### config.mk
export PLATFORM = sky130hd
export DESIGN_NAME = mips_multicycle_control
export DESIGN_NICKNAME = d
export VERILOG_FILES = /design/src/rtl/mips_ctrl_pkg.sv /design/src/rtl/mips_ctrl_decode.sv /design/src/rtl/mips_multicycle_control.sv
export SDC_FILE = /design/constraint.sdc
export NUM_CORES = 1
export LEC_CHECK = 0
export BUFFER_PORTS_ARGS = -buffer_cell sky130_fd_sc_hd__buf_2
export CORE_ASPECT_RATIO = 0.7
export CORE_MARGIN = 8
export CORE_UTILIZATION = 55
export DETAILED_ROUTE_END_ITERATION = 12
export GPL_TIMING_DRIVEN = 1
export PLACE_DENSITY = 0.84
export SLEW_MARGIN = 10
export SYNTH_ARGS = -nofsm -noshare
export SYNTH_HDL_FRONTEND = slang
export SYNTH_HIERARCHICAL = 1
export SYNTH_SLANG_ARGS = --single-unit
### constraint.sdc
create_clock -name clk -period 4.55 [get_ports clk]
set_input_delay 0.455 -clock clk [delete_from_list [all_inputs] [get_ports clk]]
set_output_delay 0.455 -clock clk [all_outputs]
set_load 0.01 [all_outputs]
### src/rtl/mips_ctrl_pkg.sv
`default_nettype none
// ============================================================================
// Module      : mips_ctrl_pkg
// Description : Opcodes, state encodings and datapath select encodings shared
//               by the multicycle MIPS control FSM.
// Revision    : 1.0 - initial release
// ============================================================================
package mips_ctrl_pkg;

    localparam logic [5:0] c_OP_R   = 6'b000000;
    localparam logic [5:0] c_OP_LW  = 6'b100011;
    localparam logic [5:0] c_OP_SW  = 6'b101011;
    localparam logic [5:0] c_OP_BEQ = 6'b000100;
    localparam logic [5:0] c_OP_J   = 6'b000010;

    localparam logic [3:0] c_ST_FETCH  = 4'd0;
    localparam logic [3:0] c_ST_DECODE = 4'd1;
    localparam logic [3:0] c_ST_MEMADR = 4'd2;
    localparam logic [3:0] c_ST_MEMRD  = 4'd3;
    localparam logic [3:0] c_ST_MEMWB  = 4'd4;
    localparam logic [3:0] c_ST_MEMWR  = 4'd5;
    localparam logic [3:0] c_ST_EXEC   = 4'd6;
    localparam logic [3:0] c_ST_RWB    = 4'd7;
    localparam logic [3:0] c_ST_BRANCH = 4'd8;
    localparam logic [3:0] c_ST_JUMP   = 4'd9;

    localparam logic [1:0] c_SRCB_B    = 2'b00;
    localparam logic [1:0] c_SRCB_FOUR = 2'b01;
    localparam logic [1:0] c_SRCB_SEXT = 2'b10;
    localparam logic [1:0] c_SRCB_SHL2 = 2'b11;

    localparam logic [1:0] c_ALUOP_ADD   = 2'b00;
    localparam logic [1:0] c_ALUOP_SUB   = 2'b01;
    localparam logic [1:0] c_ALUOP_FUNCT = 2'b10;

    localparam logic [1:0] c_PCSRC_ALU    = 2'b00;
    localparam logic [1:0] c_PCSRC_ALUOUT = 2'b01;
    localparam logic [1:0] c_PCSRC_JUMP   = 2'b10;

    typedef struct packed {
        logic       pcwrite;
        logic       pcwritecond;
        logic       iord;
        logic       memread;
        logic       memwrite;
        logic       irwrite;
        logic       memtoreg;
        logic       regdst;
        logic       regwrite;
        logic       alusrca;
        logic [1:0] alusrcb;
        logic [1:0] aluop;
        logic [1:0] pcsource;
    } ctrl_t;

endpackage
`default_nettype wire

### src/rtl/mips_ctrl_decode.sv
`default_nettype none
// ============================================================================
// Module      : mips_ctrl_decode
// Description : Combinational next-state and control-output decode for the
//               multicycle MIPS FSM. MIPS_CTRL_JUMP_EN builds the JUMP state.
// Revision    : 1.0 - initial release
// ============================================================================
module mips_ctrl_decode
    import mips_ctrl_pkg::*;
#(
    parameter int OP_W = 6
) (
    input  logic [3:0]      i_state,
    input  logic [OP_W-1:0] i_opcode,
    input  logic            i_ready,
    output logic [3:0]      o_next_state,
    output ctrl_t           o_ctrl,
    output logic            o_illegal,
    output logic            o_retire
);

    logic w_is_r;
    logic w_is_lw;
    logic w_is_sw;
    logic w_is_beq;
    logic w_legal;

    assign w_is_r   = (i_opcode == OP_W'(c_OP_R));
    assign w_is_lw  = (i_opcode == OP_W'(c_OP_LW));
    assign w_is_sw  = (i_opcode == OP_W'(c_OP_SW));
    assign w_is_beq = (i_opcode == OP_W'(c_OP_BEQ));

`ifdef MIPS_CTRL_JUMP_EN
    logic w_is_j;
    assign w_is_j  = (i_opcode == OP_W'(c_OP_J));
    assign w_legal = w_is_r | w_is_lw | w_is_sw | w_is_beq | w_is_j;
`else
    assign w_legal = w_is_r | w_is_lw | w_is_sw | w_is_beq;
`endif

    // Next state and retire strobe; retire marks the edge leaving a final state.
    always_comb begin
        o_next_state = c_ST_FETCH;
        o_retire     = 1'b0;
        case (i_state)
            c_ST_FETCH:  o_next_state = i_ready ? c_ST_DECODE : c_ST_FETCH;
            c_ST_DECODE: begin
                if (w_is_lw || w_is_sw) o_next_state = c_ST_MEMADR;
                else if (w_is_r)        o_next_state = c_ST_EXEC;
                else if (w_is_beq)      o_next_state = c_ST_BRANCH;
`ifdef MIPS_CTRL_JUMP_EN
                else if (w_is_j)        o_next_state = c_ST_JUMP;
`endif
            end
            c_ST_MEMADR: o_next_state = w_is_sw ? c_ST_MEMWR : c_ST_MEMRD;
            c_ST_MEMRD:  o_next_state = i_ready ? c_ST_MEMWB : c_ST_MEMRD;
            c_ST_MEMWB:  o_retire     = 1'b1;
            c_ST_MEMWR: begin
                o_next_state = i_ready ? c_ST_FETCH : c_ST_MEMWR;
                o_retire     = i_ready;
            end
            c_ST_EXEC:   o_next_state = c_ST_RWB;
            c_ST_RWB:    o_retire     = 1'b1;
            c_ST_BRANCH: o_retire     = 1'b1;
`ifdef MIPS_CTRL_JUMP_EN
            c_ST_JUMP:   o_retire     = 1'b1;
`endif
            default:     o_next_state = c_ST_FETCH;
        endcase
    end

    // Moore outputs, with FETCH's IR/PC loads gated by the memory handshake.
    always_comb begin
        o_ctrl    = '0;
        o_illegal = 1'b0;
        case (i_state)
            c_ST_FETCH: begin
                o_ctrl.memread = 1'b1;
                o_ctrl.alusrcb = c_SRCB_FOUR;
                o_ctrl.irwrite = i_ready;
                o_ctrl.pcwrite = i_ready;
            end
            c_ST_DECODE: begin
                o_ctrl.alusrcb = c_SRCB_SHL2;
                o_illegal      = ~w_legal;
            end
            c_ST_MEMADR: begin
                o_ctrl.alusrca = 1'b1;
                o_ctrl.alusrcb = c_SRCB_SEXT;
            end
            c_ST_MEMRD: begin
                o_ctrl.memread = 1'b1;
                o_ctrl.iord    = 1'b1;
            end
            c_ST_MEMWB: begin
                o_ctrl.regwrite = 1'b1;
                o_ctrl.memtoreg = 1'b1;
            end
            c_ST_MEMWR: begin
                o_ctrl.memwrite = 1'b1;
                o_ctrl.iord     = 1'b1;
            end
            c_ST_EXEC: begin
                o_ctrl.alusrca = 1'b1;
                o_ctrl.alusrcb = c_SRCB_B;
                o_ctrl.aluop   = c_ALUOP_FUNCT;
            end
            c_ST_RWB: begin
                o_ctrl.regwrite = 1'b1;
                o_ctrl.regdst   = 1'b1;
            end
            c_ST_BRANCH: begin
                o_ctrl.alusrca     = 1'b1;
                o_ctrl.alusrcb     = c_SRCB_B;
                o_ctrl.aluop       = c_ALUOP_SUB;
                o_ctrl.pcwritecond = 1'b1;
                o_ctrl.pcsource    = c_PCSRC_ALUOUT;
            end
`ifdef MIPS_CTRL_JUMP_EN
            c_ST_JUMP: begin
                o_ctrl.pcwrite  = 1'b1;
                o_ctrl.pcsource = c_PCSRC_JUMP;
            end
`endif
            default: o_ctrl = '0;
        endcase
    end

endmodule
`default_nettype wire

### src/rtl/mips_multicycle_control.sv
`default_nettype none
// ============================================================================
// Module      : mips_multicycle_control
// Description : Multicycle MIPS control FSM with memory-ready stalls and a
//               retired-instruction counter. MIPS_CTRL_JUMP_EN enables J.
// Revision    : 1.0 - initial release
// ============================================================================
module mips_multicycle_control
    import mips_ctrl_pkg::*;
#(
    parameter int OP_W          = 6,
    parameter int USE_HANDSHAKE = 1,
    parameter int CNT_W         = 32
) (
    input  logic             clk,
    input  logic             rst,
    input  logic [OP_W-1:0]  opcode,
    input  logic             mem_ready,
    output logic             PCWrite,
    output logic             PCWriteCond,
    output logic             IorD,
    output logic             MemRead,
    output logic             MemWrite,
    output logic             IRWrite,
    output logic             MemtoReg,
    output logic             RegDst,
    output logic             RegWrite,
    output logic             ALUSrcA,
    output logic [1:0]       ALUSrcB,
    output logic [1:0]       ALUOp,
    output logic [1:0]       PCSource,
    output logic             illegal_op,
    output logic [CNT_W-1:0] retired,
    output logic [3:0]       state
);

    logic [3:0]       r_state;
    logic [CNT_W-1:0] r_retired;
    logic [3:0]       w_next_state;
    ctrl_t            w_ctrl;
    ctrl_t            w_ctrl_out;
    logic             w_illegal;
    logic             w_retire;
    logic             w_ready;

    assign w_ready = (USE_HANDSHAKE != 0) ? mem_ready : 1'b1;

    mips_ctrl_decode #(
        .OP_W (OP_W)
    ) u_decode (
        .i_state      (r_state),
        .i_opcode     (opcode),
        .i_ready      (w_ready),
        .o_next_state (w_next_state),
        .o_ctrl       (w_ctrl),
        .o_illegal    (w_illegal),
        .o_retire     (w_retire)
    );

    always_ff @(posedge clk) begin
        if (rst) r_state <= c_ST_FETCH;
        else     r_state <= w_next_state;
    end

    always_ff @(posedge clk) begin
        if (rst)           r_retired <= '0;
        else if (w_retire) r_retired <= r_retired + CNT_W'(1);
    end

    // Reset blanks every datapath control so nothing is written mid-reset.
    assign w_ctrl_out  = rst ? '0 : w_ctrl;
    assign illegal_op  = w_illegal & ~rst;

    assign PCWrite     = w_ctrl_out.pcwrite;
    assign PCWriteCond = w_ctrl_out.pcwritecond;
    assign IorD        = w_ctrl_out.iord;
    assign MemRead     = w_ctrl_out.memread;
    assign MemWrite    = w_ctrl_out.memwrite;
    assign IRWrite     = w_ctrl_out.irwrite;
    assign MemtoReg    = w_ctrl_out.memtoreg;
    assign RegDst      = w_ctrl_out.regdst;
    assign RegWrite    = w_ctrl_out.regwrite;
    assign ALUSrcA     = w_ctrl_out.alusrca;
    assign ALUSrcB     = w_ctrl_out.alusrcb;
    assign ALUOp       = w_ctrl_out.aluop;
    assign PCSource    = w_ctrl_out.pcsource;
    assign retired     = r_retired;
    assign state       = r_state;

endmodule
`default_nettype wire

# Word level (Yosys, flattened, before mapping)

Cells that the tools add are included.

Latch bits: 0
Bits in registers: 36
ROM bits: 0
RAM bits: 0
Output and inout bits: 53
Bits of input ports: 9
Memories: 0

Magnitude comparators: 0
Shifts and indexed selects: 0
Reduce and logical (&&, ||, !) cells: 8
Add/sub/neg operators: 1
$mul: 0
Divide/modulo/power cells: 0
Bitwise logic cells: 6
Equality and inequality tests: 11
Multiplexer cells: 23

Operators by type and width:

| cell                                                                   | number |
|---|---|
| 32-bit by 1-bit adder with 32-bit output (second input constant)       | 1 |
| 4-bit one-hot mux with 6 select lines                                  | 1 |
| 4-bit by 3-bit equality test with 1-bit output (second input constant) | 4 |
| 16-bit 2-to-1 mux                                                      | 1 |
| 6-bit equality test (second input constant)                            | 2 |
| 1-bit 2-to-1 mux                                                       | 12 |
| 4-bit 2-to-1 mux                                                       | 3 |
| 3-bit 2-to-1 mux                                                       | 3 |
| 4-bit by 2-bit equality test with 1-bit output (second input constant) | 2 |
| 6-bit by 3-bit equality test with 1-bit output (second input constant) | 1 |
| 6-bit logical NOT                                                      | 1 |
| 2-bit one-hot mux with 3 select lines                                  | 1 |
| 2-bit OR reduction                                                     | 3 |
| 3-bit OR reduction                                                     | 2 |
| 4-bit by 1-bit equality test with 1-bit output (second input constant) | 1 |
| 4-bit equality test (second input constant)                            | 1 |
| 4-bit logical NOT                                                      | 1 |
| 2-bit one-hot mux with 2 select lines                                  | 1 |
| 1-bit OR                                                               | 3 |
| 1-bit NOT                                                              | 2 |
| 1-bit one-hot mux with 2 select lines                                  | 1 |
| 1-bit AND                                                              | 1 |
| 1-bit logical OR                                                       | 1 |

# Logic depth before layout (Yosys ltp)

Gate-level depths: netlist (run 1).

Word-level depth: 7
Depth in mapped cells: 11

# By module

The synthesis (run 1) kept the hierarchy.

By module, submodules not included:

| module                  | area an instance (um^2) | times used | seq. area each (um^2) | cells each |
|---|---|---|---|---|
| mips_multicycle_control | 1766.7                  | 1          | 720.7                 | 212 |
| mips_ctrl_decode        | 407.9                   | 1          | 0.0                   | 63 |

# Worst setup path after synthesis (run 1)

No wires, ideal clock.

Kind: reg2reg
From: register r_state[3] (netlist: state[3])
To: register r_retired[28] (netlist: retired[28])
Cell stages (with the launch flop): 10
Buffers on the path: 3
Arrival time: 2756 ps
Setup slack: 1671 ps
Data required time: 4427 ps
Path through: dfxtp_1 clkbuf_1 nor4b_1 o21bai_1 buf_4 nand3_2 or4_1 buf_2 nor4_1 mux2_1

Longest elaborated chain between the ends: 3

Ends and longest elaborated chain:

| item                                                                                  | RTL line                      | text |
|---|---|---|
| from (decl)                                                                           | mips_multicycle_control.sv:37 | `logic [3:0] r_state;` |
| from (signal assigned)                                                                | mips_multicycle_control.sv:61 | `if (rst) r_state <= c_ST_FETCH;` |
| from (signal assigned)                                                                | mips_multicycle_control.sv:62 | `else r_state <= w_next_state;` |
| 4-bit equality test or 4-bit by 3-bit equality test with 1-bit output (tied branches) | mips_ctrl_decode.sv:45        | `case (i_state)` |
| 3-bit OR reduction (no source line)                                                   | n/a                           |  |
| 1-bit one-hot mux with 2 select lines *                                               | mips_ctrl_decode.sv:45        |  |
| net w_retire                                                                          | mips_multicycle_control.sv:43 | `logic w_retire;` |
| to (signal assigned)                                                                  | mips_multicycle_control.sv:67 | `else if (w_retire) r_retired <= r_retired + CNT_W'(1);` |
| to (decl)                                                                             | mips_multicycle_control.sv:38 | `logic [CNT_W-1:0] r_retired;` |

The timed path passes the listed nets; every way through them passes the cells marked *.
A chain may end at the register's enable or synchronous reset.

# Worst setup path after layout (run 1)

From: register r_state[1] (netlist: state[1])
To: register r_retired[28] (netlist: retired[28])

The elaborated chain is that of the path after synthesis.

==> impl_results.rst, run 1 <==
.. list-table::
   :header-rows: 1

   * - Metric
     - Value
   * - Outcome
     - completed
   * - Number of buffers created by CTS
     - 5
   * - GR Overflow Total
     - 0
   * - Maximum fanout along the worst path
     - 21
   * - Final number of setup-violating endpoints
     - 0
   * - Switching pwr
     - approximately 0.15 mW
   * - Critical Path Start Type
     - flip-flop
   * - Met2 track demand over resource in global routing
     - 0.289
   * - Sw Ratio
     - 0.231
   * - Final antenna diode count
     - 0
   * - Number of antenna violations at the first check in global routing
     - 0
   * - Largest net degree at the start of global routing
     - between 50 and 60
   * - Number of vias per cell after detailed routing
     - about 5.8
   * - TritonCTS clock tree
     - yes
   * - Start-to-end type of the worst setup path
     - reg2reg
   * - Overall global routing resource usage
     - 0.171
   * - Root Driver
     - sky130_fd_sc_hd__clkbuf_8
   * - Drt pass-1 iters
     - 4
   * - Largest buffer count on any clock path
     - 2
   * - Class of the most critical hold timing path
     - reg2reg
   * - P_leak
     - 0.994 nW
   * - Worst hold margin
     - 493 ps
   * - Internal power of the cells
     - ~0.5 mW
   * - # Max-Cap Violations
     - 0
   * - Transition time at the pin with the least slew margin
     - 954 ps
   * - Top cell types by occurrence after synthesis
     - sky130_fd_sc_hd__dfxtp_1, sky130_fd_sc_hd__nor2b_1, sky130_fd_sc_hd__a21oi_1
   * - Die Wd
     - 91.2 um
   * - Combined area of all synthesized cells
     - 0.00217 sq mm
   * - Final ANT Viol Nets
     - 0
   * - Worst skew pair latency
     - between 200 and 300 ps
   * - Leading register cell type out of synthesis
     - sky130_fd_sc_hd__dfxtp_1
   * - Final core area utilization
     - 0.659
   * - Achievable frequency
     - 0.291 GHz
   * - Relative contribution of combinational cells to total power
     - 0.074
   * - Area of the core region
     - a little under 0.004 sq mm
   * - Final net count
     - approximately 330
   * - Routability-driven placement congestion ratio
     - between 0.8 and 0.9
   * - Met3 Use GR
     - 0.0519
   * - Number of I/O port buffers
     - 60
   * - Boundary pin count
     - 62
   * - Placed wire-length estimate
     - approximately 3.9 mm
   * - Filler Cells Inserted
     - around 350
   * - Post-route DRC violation count
     - 0
   * - Flop pwr share
     - 0.497
   * - Post-Route Setup TNS
     - 0 ps
   * - Period minus WS final
     - roughly 3400 ps
   * - Biggest area consumer among synthesized cells
     - sky130_fd_sc_hd__dfxtp_1
   * - Most instantiated library cell after synthesis
     - sky130_fd_sc_hd__dfxtp_1
   * - Critical path's largest stage delay
     - between 700 and 800 ps
   * - Cell breakdown of the critical path
     - o21ai_0 > o21a_1 > o21bai_1 > nand3_2 > or4_1 > nor4_1 > mux2_1
   * - Number of synthesis warnings
     - 6
   * - Cell row count
     - 19
   * - Nets in the synthesized netlist
     - between 200 and 300
   * - CTS HTree Levels
     - 2
   * - Setup slack of the worst register-to-register path
     - 1110 ps
   * - Synth top area cells
     - sky130_fd_sc_hd__dfxtp_1, sky130_fd_sc_hd__nor2b_1, sky130_fd_sc_hd__a21oi_1
   * - Setup repair after global routing missed its margin
     - no
   * - Final setup skew
     - roughly 2.7 ps
   * - Final Max Slew Viols
     - 0
   * - Proportion of layout cells with a drive suffix above 1
     - 0.224
   * - Data arrival time at the worst-slack endpoint
     - 3620 ps
   * - PnR worst setup slack
     - approximately 1100 ps
   * - Fraction of registers with async set or reset after synthesis
     - 0
   * - Hold_buf cts
     - 0
   * - Slew HR
     - 0.364
   * - Slowest-stage cell, CP
     - sky130_fd_sc_hd__dfxtp_1
   * - Fraction of the yosys area taken by sequential cells
     - 0.331
   * - Layout overhead on the synthesized area
     - 16.7%
   * - Post-synth EDFFs
     - 0
   * - Die boundary height
     - approximately 69 um
   * - Vias
     - 2,158
   * - Share of power burned in the clock network
     - 0.429
   * - Number of distinct library cells after synthesis
     - between 40 and 50
   * - CP required
     - approximately 4700 ps
   * - Busiest grt layer
     - met2
   * - Clock-pin transition on the worst setup and hold timing paths
     - 70 ps
   * - Pre-CTS setup slack
     - ~1200 ps
   * - Resized cells post-CTS
     - 0
   * - Maximum vdd ir drop
     - between 0.2 and 0.25 mV
   * - Synthesized flop and latch total
     - 36
   * - Number of DRC violations after detailed-routing iteration 0
     - roughly 130
   * - Die Footprint
     - 0.00625 sq mm
   * - Number of endpoints with negative hold slack in the final report
     - 0
   * - Post-route clock period utilization
     - 0.756
   * - Vias in the first global route
     - 1,971
   * - Average size of a mapped cell
     - ~7.9 sq um
   * - Wirelength, routed
     - 5.41 mm
   * - Portion of synthesized cell area occupied by the leading cell type
     - 0.331
   * - Sinks on Clock Net
     - 36
   * - Met1 usage in global routing
     - 0.208
   * - Kind of end point of the critical path
     - flip-flop
   * - Post-CTS Setup Bufs
     - 0
   * - Areal power density over the cells
     - roughly 260 mW/mm^2
   * - Global-route wire length before repair
     - around 8.9 mm
   * - Wirelength per Cell
     - approximately 14 um
   * - Effective utilization at floorplan
     - 0.565
   * - Mapped Cells
     - 275
-- critical path, delay by kind of cell (launching register included) --
family / cells / cell delay, ps
flip-flops: 1 / 730
AND/OR/NAND/NOR: 3 / 1290
multiplexers: 1 / 350
AO/OA/AOI/OAI: 3 / 960
-- layout make-up --
class / instances / area (sq um) / share of cell area
clock buffer: 6 / 72.6 / 0.0286
clock inverter: 2 / 35.0 / 0.0138
inverter: 5 / 18.8 / 0.00740
multi-input combinational: 213 / 1330 / 0.522
sequential: 36 / 721 / 0.284
tap: 52 / 65.1 / 0.0256
timing repair buffer: 60 / 300 / 0.118
-- power groups by stage --
stage	clock, mW	combinational (mW)	sequential (mW)
floorplan	0	0.0407	0.327
global route	0.299	0.0529	0.324
detailed placement	0	0.0483	0.331
global placement	0	0.0475	0.331
finish	0.280	0.0482	0.324
CTS	0.282	0.0484	0.324
-- state kept, by name, indices dropped and copies added, names as in the netlist --
signal,cells
retired,32
state,4
-- final timing paths --
kind	startpoint	to	cells past startpoint
setup / recovery	state[1]$_SDFF_PP0_	retired[28]$_SDFFE_PP0P_	7
setup reg to reg	state[1]$_SDFF_PP0_	retired[28]$_SDFFE_PP0P_	7
hold reg to reg	retired[31]$_SDFFE_PP0P_	retired[31]$_SDFFE_PP0P_	2
hold / removal	retired[31]$_SDFFE_PP0P_	retired[31]$_SDFFE_PP0P_	2
-- per-stage QoR --
stage | std cells | power [mW] | instance area (sq um)
after global routing | 374 | 0.676 | 2540
after floorplan | 275 | 0.367 | 2170
final | 374 | 0.652 | 2540
after detailed placement | 366 | 0.379 | 2430
after global placement | 366 | 0.378 | 2430
after CTS | 374 | 0.655 | 2540
-- cells by family after synthesis --
logic type / share of synthesized area
adder cells (fa/ha/maj): 0.00575
multiplexers: 0.0150
XOR/XNOR: 0.0443
flip-flops: 0.331
AND/OR/NAND/NOR: 0.391
buffers and inverters: 0.0593
other: 0.00172
AO/OA/AOI/OAI: 0.151
-- layer usage --
layer	up-vias	part of all wire
met5	-	0
li1	1099	-
met4	0	0.0098
met2	52	0.45
met1	999	0.48
met3	8	0.058
-- cells in the final DEF, fill, tap and decap left out, types with 4 or more instances in the layout --
master,synthesis,layout
sky130_fd_sc_hd__or3_1,8,8
sky130_fd_sc_hd__or4_1,13,13
sky130_fd_sc_hd__nand2_1,16,16
sky130_fd_sc_hd__nor4_1,5,5
sky130_fd_sc_hd__and4_1,4,4
sky130_fd_sc_hd__dfxtp_1,36,36
sky130_fd_sc_hd__o21ai_0,10,10
sky130_fd_sc_hd__and2_1,4,4
sky130_fd_sc_hd__nor2b_1,26,26
sky130_fd_sc_hd__xnor2_1,6,6
sky130_fd_sc_hd__xor2_1,5,5
sky130_fd_sc_hd__buf_2,4,60
sky130_fd_sc_hd__nor2_1,19,19
sky130_fd_sc_hd__clkbuf_8,0,5
sky130_fd_sc_hd__and3_1,6,6
sky130_fd_sc_hd__nor3_1,7,7
sky130_fd_sc_hd__nand3_1,9,9
sky130_fd_sc_hd__inv_1,5,5
sky130_fd_sc_hd__nand4_1,10,10
sky130_fd_sc_hd__nand2b_1,4,4
sky130_fd_sc_hd__o31ai_1,11,11
sky130_fd_sc_hd__a21oi_1,23,23
Power figures use the tool's default switching activity.
==> inputs of run 2 (changes only) <==
--- a/config.mk
+++ b/config.mk
@@ -5,13 +5,14 @@
 export SDC_FILE = /design/constraint.sdc
 export NUM_CORES = 1
 export LEC_CHECK = 0
+export ABC_AREA = 1
 export BUFFER_PORTS_ARGS = -buffer_cell sky130_fd_sc_hd__buf_2
 export CORE_ASPECT_RATIO = 0.7
 export CORE_MARGIN = 8
-export CORE_UTILIZATION = 55
+export CORE_UTILIZATION = 53
 export DETAILED_ROUTE_END_ITERATION = 12
 export GPL_TIMING_DRIVEN = 1
-export PLACE_DENSITY = 0.84
+export PLACE_DENSITY = 0.8
 export SLEW_MARGIN = 10
 export SYNTH_ARGS = -nofsm -noshare
 export SYNTH_HDL_FRONTEND = slang
==> constraint.sdc (replaced) <==
create_clock -name clk -period 3.3 [get_ports clk]
set_input_delay 0.33 -clock clk [delete_from_list [all_inputs] [get_ports clk]]
set_output_delay 0.33 -clock clk [all_outputs]
set_load 0.01 [all_outputs]
==> impl_results.rst, run 2 <==
.. list-table::
   :header-rows: 1

   * - Metric
     - Value
   * - Effective utilization at floorplan
     - 0.555
   * - Number of DRC violations after detailed-routing iteration 0
     - between 100 and 150
   * - Class of the most critical hold timing path
     - in2reg
   * - Mapped Cells
     - 387
   * - Largest family of logic cells by synthesized area
     - simple AND/OR/NAND/NOR gates
   * - Largest register FFs
     - 32
   * - Overall global routing resource usage
     - 0.167
   * - Post-synthesis simple-gate area fraction
     - 0.473
   * - # Max-Cap Violations
     - 0
   * - Wirelength per Cell
     - around 12 um
   * - Synth top area cells
     - sky130_fd_sc_hd__dfxtp_1, sky130_fd_sc_hd__nor2_1, sky130_fd_sc_hd__nand2_1
   * - Boundary pin count
     - 62
   * - Final std cell area, no fill
     - between 0.002 and 0.003 sq mm
   * - PnR worst setup slack
     - 1050 ps
   * - Die Wd
     - 96.7 um
   * - Fraction of the yosys area taken by sequential cells
     - 0.298
   * - Proportion of layout cells with a drive suffix above 1
     - 0.245
   * - Average size of a mapped cell
     - between 6 and 7 sq um
   * - Die boundary height
     - 72.5 um
   * - Worst skew pair latency
     - 290 ps
   * - Areal power density over the cells
     - 311 mW/mm^2
   * - Cell row count
     - 20
   * - Final setup skew
     - a little over 6 ps
   * - Most common library cell in the layout ignoring fill and taps
     - sky130_fd_sc_hd__nor2_1
   * - Sinks on Clock Net
     - 36
   * - Transition time at the pin with the least slew margin
     - between 700 and 800 ps
   * - Post-synth EDFFs
     - 0
   * - Final antenna diode count
     - 0
   * - Maximum vdd ir drop
     - 0.211 mV
   * - Final core area utilization
     - 0.650
   * - Post-Route Setup TNS
     - 0 ps
   * - Global-route wire length before repair
     - 9.87 mm
   * - CP required
     - about 3500 ps
   * - Leading register cell type out of synthesis
     - sky130_fd_sc_hd__dfxtp_1
   * - Final ANT Viol Nets
     - 0
   * - Post-route clock period utilization
     - 0.683
   * - Wirelength, routed
     - between 5 and 6 mm
   * - Setup repair after global routing missed its margin
     - no
   * - P_leak
     - approximately 1.4 nW
   * - Commonest non-fill, non-tap cells in the layout
     - sky130_fd_sc_hd__nor2_1, sky130_fd_sc_hd__nand2_1, sky130_fd_sc_hd__inv_1
   * - Number of endpoints with negative hold slack in the final report
     - 0
   * - Post-route DRC violation count
     - 0
   * - TritonCTS clock tree
     - yes
   * - Compound-cell area share of the yosys netlist
     - 0.0762
   * - Fraction of registers with async set or reset after synthesis
     - 0
   * - Maximum fanout along the worst path
     - 8
   * - Number of buffers created by CTS
     - 5
   * - Vias in the first global route
     - ~2,100
   * - Combined area of all synthesized cells
     - approximately 0.0024 sq mm
   * - DP Area
     - between 0.002 and 0.003 sq mm
   * - Routability-driven placement congestion ratio
     - approximately 0.86
   * - Number of I/O port buffers
     - 60
   * - Number of distinct library cells after synthesis
     - 34
   * - Post-synthesis share of cell area spent on full adders, half adders and majority gates
     - 0.00518
   * - Outcome
     - completed
   * - XOR/XNOR share of the synthesized area
     - 0.0109
   * - Slew HR
     - 0.512
   * - Hold_buf cts
     - 0
   * - Biggest area consumer among synthesized cells
     - sky130_fd_sc_hd__dfxtp_1
   * - Largest buffer count on any clock path
     - 2
   * - Root Driver
     - sky130_fd_sc_hd__clkbuf_8
   * - Largest net degree at the start of global routing
     - 32
   * - Kind of end point of the critical path
     - flip-flop
   * - Start-to-end type of the worst setup path
     - reg2reg
   * - Period minus WS final
     - about 2300 ps
   * - Number of vias per cell after detailed routing
     - between 4 and 5
   * - Setup slack of the worst register-to-register path
     - 1050 ps
   * - Layout overhead on the synthesized area
     - 17.3%
   * - Portion of synthesized cell area occupied by the leading cell type
     - 0.298
   * - Synthesized flop and latch total
     - 36
   * - Most instantiated library cell after synthesis
     - sky130_fd_sc_hd__nor2_1
   * - Placed wire-length estimate
     - between 4 and 5 mm
   * - GR Overflow Total
     - 0
   * - Area of the core region
     - 0.00435 sq mm
   * - Achievable frequency
     - 0.444 GHz
   * - Final number of setup-violating endpoints
     - 0
   * - Resized cells post-CTS
     - 0
   * - Final net count
     - ~450
   * - Drt pass-1 iters
     - 4
   * - Nets in the synthesized netlist
     - 397
   * - Multiplexer share of the synthesized area
     - 0
   * - Number of synthesis warnings
     - 6
   * - Top cell types by occurrence after synthesis
     - sky130_fd_sc_hd__nor2_1, sky130_fd_sc_hd__nand2_1, sky130_fd_sc_hd__inv_1
   * - Clock-pin transition on the worst setup and hold timing paths
     - roughly 80 ps
   * - Vias
     - around 2,400
   * - Final Max Slew Viols
     - 0
   * - Pre-CTS setup slack
     - 1020 ps
   * - Number of antenna violations at the first check in global routing
     - 0
   * - Critical Path Start Type
     - flip-flop
   * - Data arrival time at the worst-slack endpoint
     - 2440 ps
   * - Die Footprint
     - 0.00701 sq mm
   * - CTS HTree Levels
     - 2
   * - Post-CTS Setup Bufs
     - 0
-- run 2: worst paths after layout --
| kind | from | endpoint | cells past startpoint |
|---|---|---|---|
| max reg2reg | state[2]$_SDFF_PP0_ | retired[24]$_SDFFE_PP0P_ | 11 |
| min reg2reg | retired[10]$_SDFFE_PP0P_ | retired[10]$_SDFFE_PP0P_ | 1 |
| max | state[2]$_SDFF_PP0_ | retired[24]$_SDFFE_PP0P_ | 11 |
| min | mem_ready | state[1]$_SDFF_PP0_ | 6 |
-- run 2: layout make-up --
type,instances,area [sq um]
fill,421,1520
multi-input combinational,272,1370
sequential,36,721
timing repair buffer,60,300
inverter,69,262
clock buffer,5,68.8
tap,55,68.8
clock inverter,3,42.5
-- run 2: cells by family (layout without fill, tap and decap cells) --
kind of cell,count (synthesis),count (layout)
compound gates,35,35
xor+xnor,3,3
fa+ha+maj,1,1
buf+inv,79,137
flops,36,36
other cells,1,1
simple gates,232,232
-- run 2: where the power goes --
group	switching, mW	internal [mW]
Combinational	0.0349	0.0176
Sequential	0.00160	0.435
Clock	0.167	0.224
Total	0.204	0.676
-- run 2: through the flow --
stage	std cells	total power, mW	hold slack [ps]
2_1_floorplan	387	0.484	496
3_3_place_gp	492	0.499	483
3_5_place_dp	492	0.500	490
4_1_cts	500	0.885	485
5_1_grt	500	0.908	532
6_report	500	0.880	484
-- run 2: metal layers --
layer	wire length, um	up-vias	track usage
met1	2890	1051	0.216
met5	0	-	0
li1	-	1309	-
met4	55	0	0.0526
met2	2600	50	0.266
met3	307	8	0.0427
-- run 2: critical path, cell delays in order (launching register included) --
cell and delay [ps]:
sky130_fd_sc_hd__dfxtp_1 410, sky130_fd_sc_hd__inv_1 90, sky130_fd_sc_hd__nor2_2 150, sky130_fd_sc_hd__nand2_2 90, sky130_fd_sc_hd__o211ai_1 570, sky130_fd_sc_hd__nand2_2 160, sky130_fd_sc_hd__nor2_4 180, sky130_fd_sc_hd__nand3_4 130
sky130_fd_sc_hd__nor2_4 180, sky130_fd_sc_hd__nand3_1 90, sky130_fd_sc_hd__nand2_1 70, sky130_fd_sc_hd__nor2_1 50
==> inputs of run 3 (changes only) <==
--- a/config.mk
+++ b/config.mk
@@ -9,10 +9,10 @@
 export BUFFER_PORTS_ARGS = -buffer_cell sky130_fd_sc_hd__buf_2
 export CORE_ASPECT_RATIO = 0.7
 export CORE_MARGIN = 8
-export CORE_UTILIZATION = 53
+export CORE_UTILIZATION = 48
 export DETAILED_ROUTE_END_ITERATION = 12
 export GPL_TIMING_DRIVEN = 1
-export PLACE_DENSITY = 0.8
+export PLACE_DENSITY = 0.76
 export SLEW_MARGIN = 10
 export SYNTH_ARGS = -nofsm -noshare
 export SYNTH_HDL_FRONTEND = slang
==> constraint.sdc (replaced) <==
create_clock -name clk -period 1.95 [get_ports clk]
set_input_delay 0.195 -clock clk [delete_from_list [all_inputs] [get_ports clk]]
set_output_delay 0.195 -clock clk [all_outputs]
set_load 0.01 [all_outputs]
==> impl_results.rst, run 3 (synthesis gave the netlist of run 2 again) <==
.. list-table::
   :header-rows: 1

   * - Metric
     - Value
   * - Outcome
     - completed
   * - Setup slack of the worst register-to-register path
     - about 130 ps
   * - Final Max Slew Viols
     - 0
   * - Overall global routing resource usage
     - 0.169
   * - Final std cell area, no fill
     - around 0.0030 sq mm
   * - CTS HTree Levels
     - 2
   * - Number of vias per cell after detailed routing
     - 4.79
   * - GR Overflow Total
     - 0
   * - Effective utilization at floorplan
     - 0.502
   * - Met3 Use GR
     - 0.0429
   * - PnR worst setup slack
     - roughly 130 ps
   * - Post-route DRC violation count
     - 0
   * - Critical Path Start Type
     - flip-flop
   * - P_leak
     - approximately 1.5 nW
   * - Die Wd
     - around 100 um
   * - # Max-Cap Violations
     - 0
   * - Sinks on Clock Net
     - 36
   * - CP required
     - ~2100 ps
   * - Pre-CTS setup slack
     - -135 ps
   * - Cell row count
     - 21
   * - Final std cells w/o fill
     - between 500 and 600
   * - Kind of end point of the critical path
     - flip-flop
   * - Wirelength, routed
     - ~6.3 mm
   * - Class of the most critical hold timing path
     - in2reg
   * - Transition time at the pin with the least slew margin
     - about 680 ps
   * - Min-Delay Endpoint
     - state[1]$_SDFF_PP0_
   * - Root Driver
     - sky130_fd_sc_hd__clkbuf_8
   * - Final net count
     - ~470
   * - Commonest non-fill, non-tap cells in the layout
     - sky130_fd_sc_hd__nor2_1, sky130_fd_sc_hd__nand2_1, sky130_fd_sc_hd__inv_1
   * - TritonCTS clock tree
     - yes
   * - Wirelength per Cell
     - ~12 um
   * - Achievable frequency
     - 0.548 GHz
   * - Die boundary height
     - between 70 and 80 um
   * - Logic depth of the worst register-to-register path
     - 13
   * - RR Startpoint
     - state[2]$_SDFF_PP0_
   * - Number of DRC violations after detailed-routing iteration 0
     - 160
   * - Area of the core region
     - 0.00481 sq mm
   * - Switching pwr
     - around 0.35 mW
   * - Areal power density over the cells
     - 508 mW/mm^2
   * - Placed wire-length estimate
     - 4.85 mm
   * - Hold Path Cell Cnt
     - 6
   * - Number of endpoints with negative hold slack in the final report
     - 0
   * - Proportion of layout cells with a drive suffix above 1
     - 0.276
   * - Largest net degree at the start of global routing
     - 31
   * - Flop pwr share
     - 0.492
   * - Maximum fanout along the worst path
     - 6
   * - Global-route wire length before repair
     - just over 10 mm
   * - Met1 usage in global routing
     - 0.210
   * - Sw Ratio
     - 0.235
   * - Slowest-stage cell, CP
     - sky130_fd_sc_hd__dfxtp_1
   * - Number of buffers created by CTS
     - 5
   * - Vias
     - around 2,500
   * - Die Footprint
     - roughly 0.0076 sq mm
   * - DP Area
     - between 0.002 and 0.003 sq mm
   * - Period minus WS final
     - between 1500 and 2000 ps
   * - Drt pass-1 iters
     - 4
   * - Share of power burned in the clock network
     - 0.444
   * - Post-route clock period utilization
     - 0.935
   * - Final core area utilization
     - 0.615
   * - Met2 track demand over resource in global routing
     - 0.278
   * - Start-to-end type of the worst setup path
     - reg2reg
   * - Relative contribution of combinational cells to total power
     - 0.064
   * - Most common library cell in the layout ignoring fill and taps
     - sky130_fd_sc_hd__nor2_1
   * - Busiest grt layer
     - met2
   * - Internal power of the cells
     - between 1 and 1.5 mW
   * - Layout overhead on the synthesized area
     - 22.4%
   * - Cell breakdown of the critical path
     - buf_4 > nand2_1 > nor2_2 > nor2_1 > o211ai_1 > buf_4 > nand2_2 > nor2_4 > nand3_4 > nor2_4 > nand3_1 > nand2_1 > nor2_1
   * - Data arrival time at the worst-slack endpoint
     - around 2000 ps
   * - Final setup skew
     - just under 6 ps
   * - Min-Delay Startpoint
     - mem_ready
   * - Number of cells in the design after placement
     - ~500
   * - Clock-pin transition on the worst setup and hold timing paths
     - ~80 ps
   * - Number of antenna violations at the first check in global routing
     - 0
   * - Worst skew pair latency
     - about 290 ps
   * - Reg2reg end
     - retired[24]$_SDFFE_PP0P_
   * - Number of I/O port buffers
     - 60
   * - Final number of setup-violating endpoints
     - 0
   * - Routability-driven placement congestion ratio
     - ~0.89
   * - Maximum vdd ir drop
     - roughly 0.26 mV
   * - Largest buffer count on any clock path
     - 2
   * - Final antenna diode count
     - 0
   * - Critical path's largest stage delay
     - 330 ps
   * - Boundary pin count
     - 62
   * - Slew HR
     - 0.544
   * - Vias in the first global route
     - about 2,300
   * - Final ANT Viol Nets
     - 0
   * - Largest register FFs
     - 32
-- run 3: changes by cell type in the layout (fill, tap and decap cells not counted), sizes merged --
| cell | delta |
|---|---|
| buf | +11 |
-- run 3: power by group through the flow --
stage,logic (mW),clock network (mW),registers (mW)
CTS,0.0947,0.676,0.739
finish,0.0958,0.666,0.739
global placement,0.0928,0,0.756
detailed placement,0.0945,0,0.756
floorplan,0.0628,0,0.757
global route,0.107,0.714,0.740
-- run 3: timing repair --
action | 4_1_cts | 5_1_grt
setup buffers | 2 | 1
setup endpoints to repair | 15 | 20
pin swaps | 1 | 4
hold buffers | 0 | 0
resized for setup | 0 | 9
-- run 3: area by class of cell --
cell class              count  area (sq um)
clock inverters             3          42.5
fillers                   478          1850
flip-flops and latches     36           726
inverters                  69           262
multi-input cells         272          1390
well taps                  69          86.3
clock buffers               5          68.8
repair buffers             71           383
-- run 3: per-layer routing --
layer / up-vias / wire [um]
li1: 1325 / -
met1: 1133 / 2980
met2: 50 / 2840
met3: 7 / 376
met4: 0 / 75
met5: - / 0
-- run 3: per-stage QoR --
stage	setup TNS, ps	total power [mW]	hold WS (ps)
3_3_place_gp	-119	0.849	482
2_1_floorplan	0	0.820	393
3_5_place_dp	-1010	0.851	487
5_1_grt	-94.6	1.56	354
6_report	0	1.50	347
4_1_cts	0	1.51	345
-- run 3: worst max-delay path, delay by kind of cell, from the launching register on --
kind / cells / cell delay [ps]
DFF: 1 / 330
and+or+nand+nor: 10 / 1010
AOI/OAI and AO/OA: 1 / 80
buffers and inverters: 2 / 300
-- run 3: worst max path at each step --
stage,startpoint,end,slack [ps],cells after the start
4_1_cts,state[0]$_SDFF_PP0_,retired[29]$_SDFFE_PP0P_,40,12
6_report,state[2]$_SDFF_PP0_,retired[24]$_SDFFE_PP0P_,130,13
2_1_floorplan,state[2]$_SDFF_PP0_,retired[24]$_SDFFE_PP0P_,130,12
3_5_place_dp,state[0]$_SDFF_PP0_,retired[24]$_SDFFE_PP0P_,-130,11
5_1_grt,state[2]$_SDFF_PP0_,retired[24]$_SDFFE_PP0P_,-50,13
3_3_place_gp,state[0]$_SDFF_PP0_,retired[24]$_SDFFE_PP0P_,-40,11
